**src/rtl/datapath_ctrl_pkg.sv**
```systemverilog
// Shared definitions for the accumulator datapath controller and its ALU.
// Latency: n/a (types and constants only).
// Backpressure: n/a.
// Contents: FSM state encoding, op codes, ALU function codes.
package datapath_ctrl_pkg;

  typedef enum logic [2:0] {
    ST_IDLE  = 3'd0,
    ST_LOAD  = 3'd1,
    ST_SHIFT = 3'd2,
    ST_WRITE = 3'd3,
    ST_DONE  = 3'd4
  } state_t;

  localparam logic [1:0] OP_PASS = 2'd0;
  localparam logic [1:0] OP_INC  = 2'd1;
  localparam logic [1:0] OP_ROT  = 2'd2;
  localparam logic [1:0] OP_QLD  = 2'd3;

  // ALU function codes, shared with the datapath ALU.
  localparam logic [2:0] ALU_OP_ADD    = 3'd0;
  localparam logic [2:0] ALU_OP_SUB    = 3'd1;
  localparam logic [2:0] ALU_OP_AND    = 3'd2;
  localparam logic [2:0] ALU_OP_OR     = 3'd3;
  localparam logic [2:0] ALU_OP_XOR    = 3'd4;
  localparam logic [2:0] ALU_OP_PASS_A = 3'd5;
  localparam logic [2:0] ALU_OP_PASS_B = 3'd6;
  localparam logic [2:0] ALU_OP_NOT    = 3'd7;

  function automatic logic is_active(input state_t s);
    return (s == ST_LOAD) || (s == ST_SHIFT) || (s == ST_WRITE);
  endfunction

endpackage

```
**src/rtl/datapath_ctrl_if.sv**
```systemverilog
// Request/response and datapath-control bundle of the datapath controller.
// Latency: n/a (wires only).
// Backpressure: start is honoured only while busy is low; no queueing.
// master = system sequencer side (drives start/op/count/q_dir[/abort]),
// slave = controller side (drives busy/done and all datapath controls).
// The abort line exists only when DATAPATH_CTRL_ABORT_EN is defined.
interface datapath_ctrl_if #(parameter int CNT_W = 2);
  import datapath_ctrl_pkg::*;

  logic             start;
  logic [1:0]       op;
  logic [CNT_W-1:0] count;
  logic             q_dir;
`ifdef DATAPATH_CTRL_ABORT_EN
  logic             abort;
`endif
  logic             busy;
  logic             done;
  logic             mux_2x1_R1_sel;
  logic             mux_2x1_alu_a_sel;
  logic             mux_2x1_acc_sel;
  logic             acc_load_sel;
  logic             q_dir_sel;
  logic [2:0]       alu_control;

`ifdef DATAPATH_CTRL_ABORT_EN
  modport master (
    output start, op, count, q_dir, abort,
    input  busy, done, mux_2x1_R1_sel, mux_2x1_alu_a_sel, mux_2x1_acc_sel,
           acc_load_sel, q_dir_sel, alu_control
  );
  modport slave (
    input  start, op, count, q_dir, abort,
    output busy, done, mux_2x1_R1_sel, mux_2x1_alu_a_sel, mux_2x1_acc_sel,
           acc_load_sel, q_dir_sel, alu_control
  );
`else
  modport master (
    output start, op, count, q_dir,
    input  busy, done, mux_2x1_R1_sel, mux_2x1_alu_a_sel, mux_2x1_acc_sel,
           acc_load_sel, q_dir_sel, alu_control
  );
  modport slave (
    input  start, op, count, q_dir,
    output busy, done, mux_2x1_R1_sel, mux_2x1_alu_a_sel, mux_2x1_acc_sel,
           acc_load_sel, q_dir_sel, alu_control
  );
`endif

endinterface

```
**src/rtl/datapath_ctrl_shift_cnt.sv**
```systemverilog
// Loadable down-counter that paces the rotate steps of the controller.
// Latency: load/decrement visible one cycle after the edge.
// Backpressure: none; load has priority over decrement.
// Ports: clk, reset (async active-low), load/load_val, dec, cnt, zero.
module dp_shift_cnt #(
  parameter int CNT_W = 2
) (
  input  logic             clk,
  input  logic             reset,
  input  logic             load,
  input  logic [CNT_W-1:0] load_val,
  input  logic             dec,
  output logic [CNT_W-1:0] cnt,
  output logic             zero
);

  always_ff @(posedge clk or negedge reset) begin
    if (!reset) begin
      cnt <= '0;
    end else if (load) begin
      cnt <= load_val;
    end else if (dec) begin
      cnt <= cnt - CNT_W'(1);
    end
  end

  assign zero = (cnt == '0);

endmodule

```
**src/rtl/datapath_ctrl.sv**
```systemverilog
// Sequencing controller for the 4-bit accumulator datapath (load, rotate, write R1).
// Latency: start to done 3 cycles, or 3+count for a rotate.
// Backpressure: start is accepted only while busy is low (IDLE or DONE); ignored otherwise.
// Ports: clk, reset (async active-low), ctrl (datapath_ctrl_if.slave: start/op/count/q_dir
// in, busy/done and datapath control lines out).
// Optional: DATAPATH_CTRL_ABORT_EN adds ctrl.abort, which returns an active op to IDLE.
module datapath_ctrl
  import datapath_ctrl_pkg::*;
#(
  parameter int CNT_W = 2
) (
  input  logic            clk,
  input  logic            reset,
  datapath_ctrl_if.slave  ctrl
);

  state_t           state, state_nxt;
  logic [1:0]       op_q;
  logic             q_dir_q;
  logic             accept;
  logic             abort_req;
  logic [CNT_W-1:0] cnt_val;
  logic             cnt_zero;
  logic             cnt_one;

  assign accept = ctrl.start && ((state == ST_IDLE) || (state == ST_DONE));

`ifdef DATAPATH_CTRL_ABORT_EN
  assign abort_req = ctrl.abort && is_active(state);
`else
  assign abort_req = 1'b0;
`endif

  // Loaded with the requested count at acceptance so LOAD can already see
  // whether any rotate steps are needed.
  dp_shift_cnt #(.CNT_W(CNT_W)) u_shift_cnt (
    .clk      (clk),
    .reset    (reset),
    .load     (accept),
    .load_val (ctrl.count),
    .dec      (state == ST_SHIFT),
    .cnt      (cnt_val),
    .zero     (cnt_zero)
  );

  assign cnt_one = (cnt_val == CNT_W'(1));

  always_ff @(posedge clk or negedge reset) begin
    if (!reset) begin
      state   <= ST_IDLE;
      op_q    <= OP_PASS;
      q_dir_q <= 1'b0;
    end else begin
      state <= state_nxt;
      if (accept) begin
        op_q    <= ctrl.op;
        q_dir_q <= ctrl.q_dir;
      end
    end
  end

  always_comb begin
    state_nxt = ST_IDLE;
    case (state)
      ST_IDLE,
      ST_DONE:  state_nxt = accept ? ST_LOAD : ST_IDLE;
      ST_LOAD:  state_nxt = ((op_q == OP_ROT) && !cnt_zero) ? ST_SHIFT : ST_WRITE;
      // Leave on the edge where the last step is taken (counter reads 1).
      ST_SHIFT: state_nxt = cnt_one ? ST_WRITE : ST_SHIFT;
      ST_WRITE: state_nxt = ST_DONE;
      default:  state_nxt = ST_IDLE;
    endcase
    if (abort_req) begin
      state_nxt = ST_IDLE;
    end
  end

  // Moore decode; every line starts from its IDLE value.
  always_comb begin
    ctrl.busy              = is_active(state);
    ctrl.done              = (state == ST_DONE);
    ctrl.acc_load_sel      = 1'b1;
    ctrl.mux_2x1_acc_sel   = 1'b0;
    ctrl.mux_2x1_alu_a_sel = 1'b0;
    ctrl.mux_2x1_R1_sel    = 1'b0;
    ctrl.alu_control       = ALU_OP_ADD;
    ctrl.q_dir_sel         = q_dir_q;
    case (state)
      ST_LOAD: begin
        ctrl.mux_2x1_alu_a_sel = (op_q == OP_INC);
        ctrl.mux_2x1_acc_sel   = (op_q == OP_QLD);
      end
      ST_SHIFT: ctrl.acc_load_sel = 1'b0;
      default: ;
    endcase
  end

endmodule

```
**src/flat_wrapper.sv**
```systemverilog
// flat-port wrapper written by rule: the top's interface ports become plain ports
module datapath_ctrl_flat import datapath_ctrl_pkg::*;
#(
  parameter int CNT_W = 2
)
  (clk, reset, ctrl_start, ctrl_op, ctrl_count, ctrl_q_dir, ctrl_busy, ctrl_done, ctrl_mux_2x1_R1_sel, ctrl_mux_2x1_alu_a_sel, ctrl_mux_2x1_acc_sel, ctrl_acc_load_sel, ctrl_q_dir_sel, ctrl_alu_control);
  datapath_ctrl_if #(.CNT_W(CNT_W)) ctrl_i ();
  input  logic clk;
  input  logic reset;
  input wire logic [$bits(ctrl_i.start)-1:0] ctrl_start;
  input wire logic [$bits(ctrl_i.op)-1:0] ctrl_op;
  input wire logic [$bits(ctrl_i.count)-1:0] ctrl_count;
  input wire logic [$bits(ctrl_i.q_dir)-1:0] ctrl_q_dir;
  output wire logic [$bits(ctrl_i.busy)-1:0] ctrl_busy;
  output wire logic [$bits(ctrl_i.done)-1:0] ctrl_done;
  output wire logic [$bits(ctrl_i.mux_2x1_R1_sel)-1:0] ctrl_mux_2x1_R1_sel;
  output wire logic [$bits(ctrl_i.mux_2x1_alu_a_sel)-1:0] ctrl_mux_2x1_alu_a_sel;
  output wire logic [$bits(ctrl_i.mux_2x1_acc_sel)-1:0] ctrl_mux_2x1_acc_sel;
  output wire logic [$bits(ctrl_i.acc_load_sel)-1:0] ctrl_acc_load_sel;
  output wire logic [$bits(ctrl_i.q_dir_sel)-1:0] ctrl_q_dir_sel;
  output wire logic [$bits(ctrl_i.alu_control)-1:0] ctrl_alu_control;
  assign ctrl_i.start = ctrl_start;
  assign ctrl_i.op = ctrl_op;
  assign ctrl_i.count = ctrl_count;
  assign ctrl_i.q_dir = ctrl_q_dir;
  assign ctrl_busy = ctrl_i.busy;
  assign ctrl_done = ctrl_i.done;
  assign ctrl_mux_2x1_R1_sel = ctrl_i.mux_2x1_R1_sel;
  assign ctrl_mux_2x1_alu_a_sel = ctrl_i.mux_2x1_alu_a_sel;
  assign ctrl_mux_2x1_acc_sel = ctrl_i.mux_2x1_acc_sel;
  assign ctrl_acc_load_sel = ctrl_i.acc_load_sel;
  assign ctrl_q_dir_sel = ctrl_i.q_dir_sel;
  assign ctrl_alu_control = ctrl_i.alu_control;
  datapath_ctrl #(.CNT_W(CNT_W)) u_core (.clk(clk), .reset(reset), .ctrl(ctrl_i));
endmodule
```
**config.mk**
```make
export PLATFORM = sky130hd
export DESIGN_NAME = datapath_ctrl_flat
export DESIGN_NICKNAME = d
export VERILOG_FILES = /design/src/rtl/datapath_ctrl_pkg.sv /design/src/rtl/datapath_ctrl_if.sv /design/src/rtl/datapath_ctrl_shift_cnt.sv /design/src/rtl/datapath_ctrl.sv /design/src/flat_wrapper.sv
export SDC_FILE = /design/constraint.sdc
export NUM_CORES = 1
export LEC_CHECK = 0
export ABC_CLOCK_PERIOD_IN_PS = 3000
export BUFFER_PORTS_ARGS = -buffer_cell sky130_fd_sc_hd__buf_4
export CAP_MARGIN = 20
export CORE_AREA = 2 2 39 41
export CTS_CLUSTER_DIAMETER = 100
export CTS_CLUSTER_SIZE = 28
export DETAILED_ROUTE_END_ITERATION = 12
export DIE_AREA = 0 0 41 43
export SETUP_SLACK_MARGIN = 0.02
export SLEW_MARGIN = 20
export SYNTH_ARGS = -nofsm -noshare
export SYNTH_HDL_FRONTEND = slang
export SYNTH_SLANG_ARGS = --single-unit
```
**constraint.sdc**
```tcl
create_clock -name clk -period 3 [get_ports clk]
set_input_delay 0.15 -clock clk [delete_from_list [all_inputs] [get_ports clk]]
set_output_delay 0.15 -clock clk [all_outputs]
set_load 0.01 [all_outputs]
```
==> flow_metrics.tcl, run 1 <==
set metrics [dict create \
    slew_viol_final 0 \
    drive_gt1_share_pct 35.0 \
    power_frac_clock_pct 13.4 \
    cp.arrival_ns 1.34 \
    drt_drc_violations_left 0 \
    fmax_mhz 670 \
    clk_pin_slew_ns 0.05 \
    switching_share_pct 36.0 \
    maxCapViolCount 0 \
    fin_crit_sh_pct 49.8 \
    cts.sinks 8 \
    switchingPower_mw 0.212 \
    vdd_ir_drop_max_mv 0.536 \
    cp-start-kind "flop" \
    vias 329 \
    port_buffers 13 \
    ant_nets 0 \
    outcome "finished, final reports clean" \
    comb_power_share_pct 49.4 \
    final_cell_mix "buf_4, dfrtp_1, nor2_1" \
    required_ns 2.85 \
    hold_viol 0 \
    finalSetupTns_ns 0 \
    crit_fanout 7 \
    multi_input_area_sq_um 234 \
    initial_core_util_pct 35.3 \
    rows 14 \
    gp_congestion 0.695 \
    grt_start_max_net_pins 9 \
    clockRootBuffer "clkbuf_4" \
    grt_pass1_wl_um 1230 \
    cp_slowest_stage_delay_ns 0.44 \
    p_per_area_mw_per_mm2 994 \
    nets 72 \
    overflow 0 \
    routedWlPerCell_um 9.32 \
    fill_cells 146 \
    post_cts_resized 0 \
    p_seq_share_pct 37.1 \
    cpMaxStageDelayCell "dfrtp_1" \
    rsz0062_at_grt "false" \
    grt_use_total_pct 10.6 \
    h-tree-depth 1 \
    cts_buffers 3 \
    fin_hold_ws_ns 0.135 \
    core_region_area_sq_mm 0.00138 \
    seqCellArea_sq_um 200 \
    yosysWarnings 0 \
    setup_viol 0 \
    via_per_inst 4.33 \
    ioPinCount 18 \
    antenna_found_initial 0 \
    clock_skew_ns 0.00164 \
    clock_latency_ns 0.24 \
    p_int_mw 0.377 \
    die_area_sq_mm 0.00176 \
    p_leak_nw 0.308 \
    grt_pass1_vias 294 \
    synthToLayoutAreaGrowth_pct 21.3 \
    die_w_um 41 \
    final_cell_area_sq_um 592 \
    critPathKind "flop to output pin" \
    syn_area_per_cell_sq_um 10.4 \
    die_h_um 43 \
    hold_class "primary input to flop" \
    end_kind "output pin" \
    mostFrequentLayoutCell "buf_4" \
    syn_area_sq_um 488 \
    period_minus_slack_ns 1.49 \
    synthCells 47 \
    insertedDiodeCount 0 \
    yosysSeqAreaShare_pct 41.0 \
    cts_tree "done" \
    crit_path_cell_trace "nor3b_1 -> and3_1 -> buf_4" \
    synth_cell_types 22 \
    drtIter0Drc 0 \
    firstDrtPassIters 1 \
    place_area_sq_um 559 \
    wl_um 708 \
    cts_buffer_depth 2 \
    ys_seq_elements 8 \
]
-- through the flow --
stage / utilization [%] / power, mW / instances / setup WS (ns)
floorplan: - / 0.454 / 50 / 1.63
global placement: 40.4 / 0.514 / 72 / 1.57
detailed placement: 40.4 / 0.514 / 72 / 1.56
CTS: 42.8 / 0.596 / 76 / 1.50
global route: 42.8 / 0.647 / 76 / 1.36
finish: 42.8 / 0.588 / 76 / 1.51
-- worst paths after layout --
check	from	to	slack (ns)	depth (start not counted)
max	u_core.state[1]	ctrl_mux_2x1_acc_sel	1.51	3
min	ctrl_q_dir	u_core.ctrl.q_dir_sel	0.13	2
max reg2reg	u_core.state[0]	u_core.op_q[1]	1.57	2
min reg2reg	u_core.ctrl.q_dir_sel	u_core.ctrl.q_dir_sel	0.52	1
max in group asynchronous	reset	u_core.state[0]	2.62	2
min in group asynchronous	reset	u_core.state[2]	0.26	2
-- worst max-delay path, delay by kind of cell, from the launching register on --
| family | cells | cell delay (ns) |
|---|---|---|
| flops | 1 | 0.44 |
| simple gates | 2 | 0.55 |
| buf+inv | 1 | 0.11 |
-- sequential cells by signal (all words and copies together), names as in the netlist --
name / count
u_core.ctrl.q_dir_sel: 1
u_core.op_q: 2
u_core.u_shift_cnt.cnt: 2
u_core.state: 3
-- layer usage --
| layer | global-route usage [%] | vias up | part of all wire [%] |
|---|---|---|---|
| li1 | - | 171 | - |
| met1 | 15.6 | 150 | 47 |
| met2 | 13.4 | 8 | 47 |
| met3 | 4.71 | 0 | 5.6 |
| met4 | 4.00 | 0 | 0 |
| met5 | 0 | - | 0 |
-- final cells by class --
class | count | share of cell area [%]
Multi-Input combinational cell | 33 | 39.5
Sequential cell | 8 | 33.8
Timing Repair Buffer | 14 | 18.2
Clock buffer | 3 | 3.81
Tap cell | 16 | 3.38
Inverter | 2 | 1.27
-- power by group through the flow --
stage,logic [mW],registers [mW],clock network [mW]
floorplan,0.250,0.204,0
global placement,0.295,0.219,0
detailed placement,0.294,0.220,0
CTS,0.296,0.218,0.0813
global route,0.329,0.230,0.0888
finish,0.291,0.218,0.0790
-- Yosys cell counts, drive strengths merged --
master,number,area [sq um]
mux2,3,45.0
inv,2,7.51
mux2i,1,10.0
xnor2,2,17.5
o21a,1,7.51
o2bb2ai,1,8.76
dfrtp,8,200
a21oi,2,13.8
and3b,1,10.0
nor3b,1,7.51
and2,1,6.26
buf,7,57.6
ha,2,25.0
or3b,2,17.5
conb,1,3.75
and3,1,6.26
nand2,3,11.3
nor2,7,26.3
nor2b,1,6.26
-- kinds of logic (layout without fill, tap and decap cells) --
group	count (synthesis)	count (layout)	share of synthesized area (%)
xor gates and xnor gates	2	2	3.59
and+or+nand+nor	17	17	18.7
buffers and inverters	9	19	13.3
AOI/OAI and AO/OA	4	4	6.15
DFF	8	8	41.0
adders and majority gates	2	2	5.13
muxes	4	4	11.3
other	1	4	0.768
-- repair_timing --
action                                  4_1_cts  5_1_grt
endpoints found under the setup margin        0        0
hold buffers                                  1        0
setup buffers                                 0        0
endpoints found under the hold margin         8        0
(Power assumes the default switching activity.)
==> run 2, diff against run 1 <==
ABC_AREA = 1   (was unset)
ABC_CLOCK_PERIOD_IN_PS = 1500   (was 3000)
clock period = 1.5 ns   (was 3 ns; I/O delays follow)
==> run 2 against run 1 <==
  * Worst hold slack got worse by 0.12 ns
  * Total power is 94% higher
  * First-iteration DRC count increased by 13
  * Sequential cell count is the same
  * Via count is 16% higher
  * Routed wire length is 13% higher
  * Critical path type unchanged
==> flow_metrics.tcl, run 2 <==
set metrics [dict create \
    holdPathStages 3 \
    power_mw 1.14 \
    clock_skew_ns 0.00352 \
    power_frac_clock_pct 14.3 \
    required_ns 1.42 \
    mostFrequentLayoutCell "nand2_1" \
    r2r_cells 5 \
    fmax_mhz 776 \
    fin_crit_sh_pct 86.0 \
    ys_seq_elements 8 \
    h-tree-depth 1 \
    routedWlPerCell_um 8.92 \
    ant_nets 0 \
    place_inst 86 \
    layout.cells.non_filler 90 \
    outcome "finished, final reports clean" \
    die_area_sq_mm 0.00176 \
    period_minus_slack_ns 1.29 \
    die_w_um 41 \
    vias 383 \
    reg_top3 "u_core.state (3), u_core.op_q (2), u_core.u_shift_cnt.cnt (2)" \
    synthCells 58 \
    clock_latency_ns 0.25 \
    ys.flop_type "dfrtp_1" \
    drive_gt1_share_pct 33.8 \
    fin_util_pct 43.2 \
    p_per_area_mw_per_mm2 1910 \
    comb_power_share_pct 49.8 \
    syn_area_sq_um 467 \
    grt_pass1_wl_um 1450 \
    cp-start-kind "flop" \
    port_buffers 13 \
    finalSetupTns_ns 0 \
    via_per_inst 4.26 \
    setup_viol 0 \
    hold_class "primary input to flop" \
    vdd_ir_drop_max_mv 0.783 \
    drt_drc_violations_left 0 \
    yosys.area.top_type "dfrtp_1" \
    grt_start_max_net_pins 9 \
    async_reset_ff_share_pct 100 \
    yosys-top-cells-area "dfrtp_1, nand2_1, nand3_1, buf_4, ha_1" \
    cts_tree "done" \
    dpl.hpwl_um 659 \
    hold_viol 0 \
    yosysSeqAreaShare_pct 42.9 \
    p_leak_nw 0.331 \
    crit_fanout 5 \
    end_kind "output pin" \
    cts_buffers 3 \
    cts_buffer_depth 2 \
    dp_slack_ns 0.467 \
    synth_cell_types 16 \
    synthToLayoutAreaGrowth_pct 28.2 \
    yosysWarnings 0 \
    rsz0062_at_grt "false" \
    ioPinCount 18 \
    p_seq_share_pct 35.9 \
    cts.sinks 8 \
    grt_use_total_pct 12.6 \
    synth_common_cells "nand2_1, dfrtp_1, inv_1, nand3_1" \
    synth.most_common_cell "nand2_1" \
    rows 14 \
    firstDrtPassIters 4 \
    clk_pin_slew_ns 0.06 \
    syn_area_per_cell_sq_um 8.05 \
    antenna_found_initial 0 \
    overflow 0 \
    nets 86 \
    synth-edff-count 0 \
    gp_congestion 0.670 \
    core_region_area_sq_mm 0.00138 \
    initial_core_util_pct 33.7 \
    setup_slack_ns 0.211 \
    die_h_um 43 \
    wl_um 803 \
    clockRootBuffer "clkbuf_4" \
    critPathKind "flop to output pin" \
    cp.arrival_ns 1.21 \
    drtIter0Drc 13 \
    maxCapViolCount 0 \
    largest-register "u_core.state" \
    switching_share_pct 42.6 \
    final_cell_mix "nand2_1, buf_4, dfrtp_1" \
    p_int_mw 0.655 \
    synth.top_cell.area_share_pct 42.9 \
    largest_register_ffs 3 \
    grt_pass1_vias 363 \
    switchingPower_mw 0.487 \
    insertedDiodeCount 0 \
    slew_viol_final 0 \
]
[run 2: cell count changes in the layout (fill, tap and decap cells not counted), moves of 3 or more]
cell / before / now
mux2_4: 3 / 0
nor2_1: 7 / 4
nand3_1: 0 / 6
nand2_1: 3 / 16
inv_1: 2 / 6
[run 2: worst paths after layout]
kind | to | slack, ns | from
max in group asynchronous | u_core.state[2] | 1.20 | reset
min in group asynchronous | u_core.ctrl.q_dir_sel | 0.17 | reset
hold / removal | u_core.op_q[1] | 0.01 | ctrl_op[1]
setup reg to reg | u_core.state[0] | 0.48 | u_core.u_shift_cnt.cnt[0]
hold reg to reg | u_core.ctrl.q_dir_sel | 0.49 | u_core.ctrl.q_dir_sel
setup / recovery | ctrl_mux_2x1_alu_a_sel | 0.21 | u_core.state[1]
[run 2: timing repair]
action	in CTS	in global routing
resized for setup	0	0
hold buffers	1	0
setup buffers	0	0
endpoints found under the hold margin	8	0
[run 2: power by group through the flow]
stage	logic [mW]	registers [mW]	clock network [mW]
2_1_floorplan	0.400	0.405	0
3_3_place_gp	0.570	0.409	0
3_5_place_dp	0.578	0.414	0
4_1_cts	0.581	0.411	0.169
5_1_grt	0.664	0.428	0.184
6_report	0.569	0.410	0.163
[run 2: layer usage]
metal | wire [um] | track usage, %
met5 | 0 | 0
met2 | 396 | 19.4
met3 | 47 | 3.14
met4 | 16 | 8.00
met1 | 343 | 14.6
[run 2: logic make-up after synthesis]
family | share of synthesized area, %
AOI/OAI and AO/OA | 1.07
adders and majority gates | 5.36
buffers and inverters | 14.2
DFF | 42.9
other | 0.804
and+or+nand+nor | 35.7
[run 2: critical path, cell delays in order, from the launching register on]
cell     delay [ns]
dfrtp_1        0.42
nor3_2         0.24
inv_2          0.07
nor3_2         0.10
buf_4          0.14
[run 2: per-stage QoR]
| step | area [sq um] | hold WS (ns) |
|---|---|---|
| 2_1_floorplan | 478 | -0.221 |
| 3_3_place_gp | 566 | -0.0994 |
| 3_5_place_dp | 566 | -0.102 |
| 6_report | 598 | 0.0136 |
| 5_1_grt | 598 | 0.0223 |
| 4_1_cts | 598 | 0.0107 |
[run 2: final cells by class]
class                   count  area [sq um]
fillers                   137           786
multi-input cells          40           211
flip-flops and latches      8           200
repair buffers             14           108
inverters                   9          36.3
clock buffers               3          22.5
well taps                  16          20.0
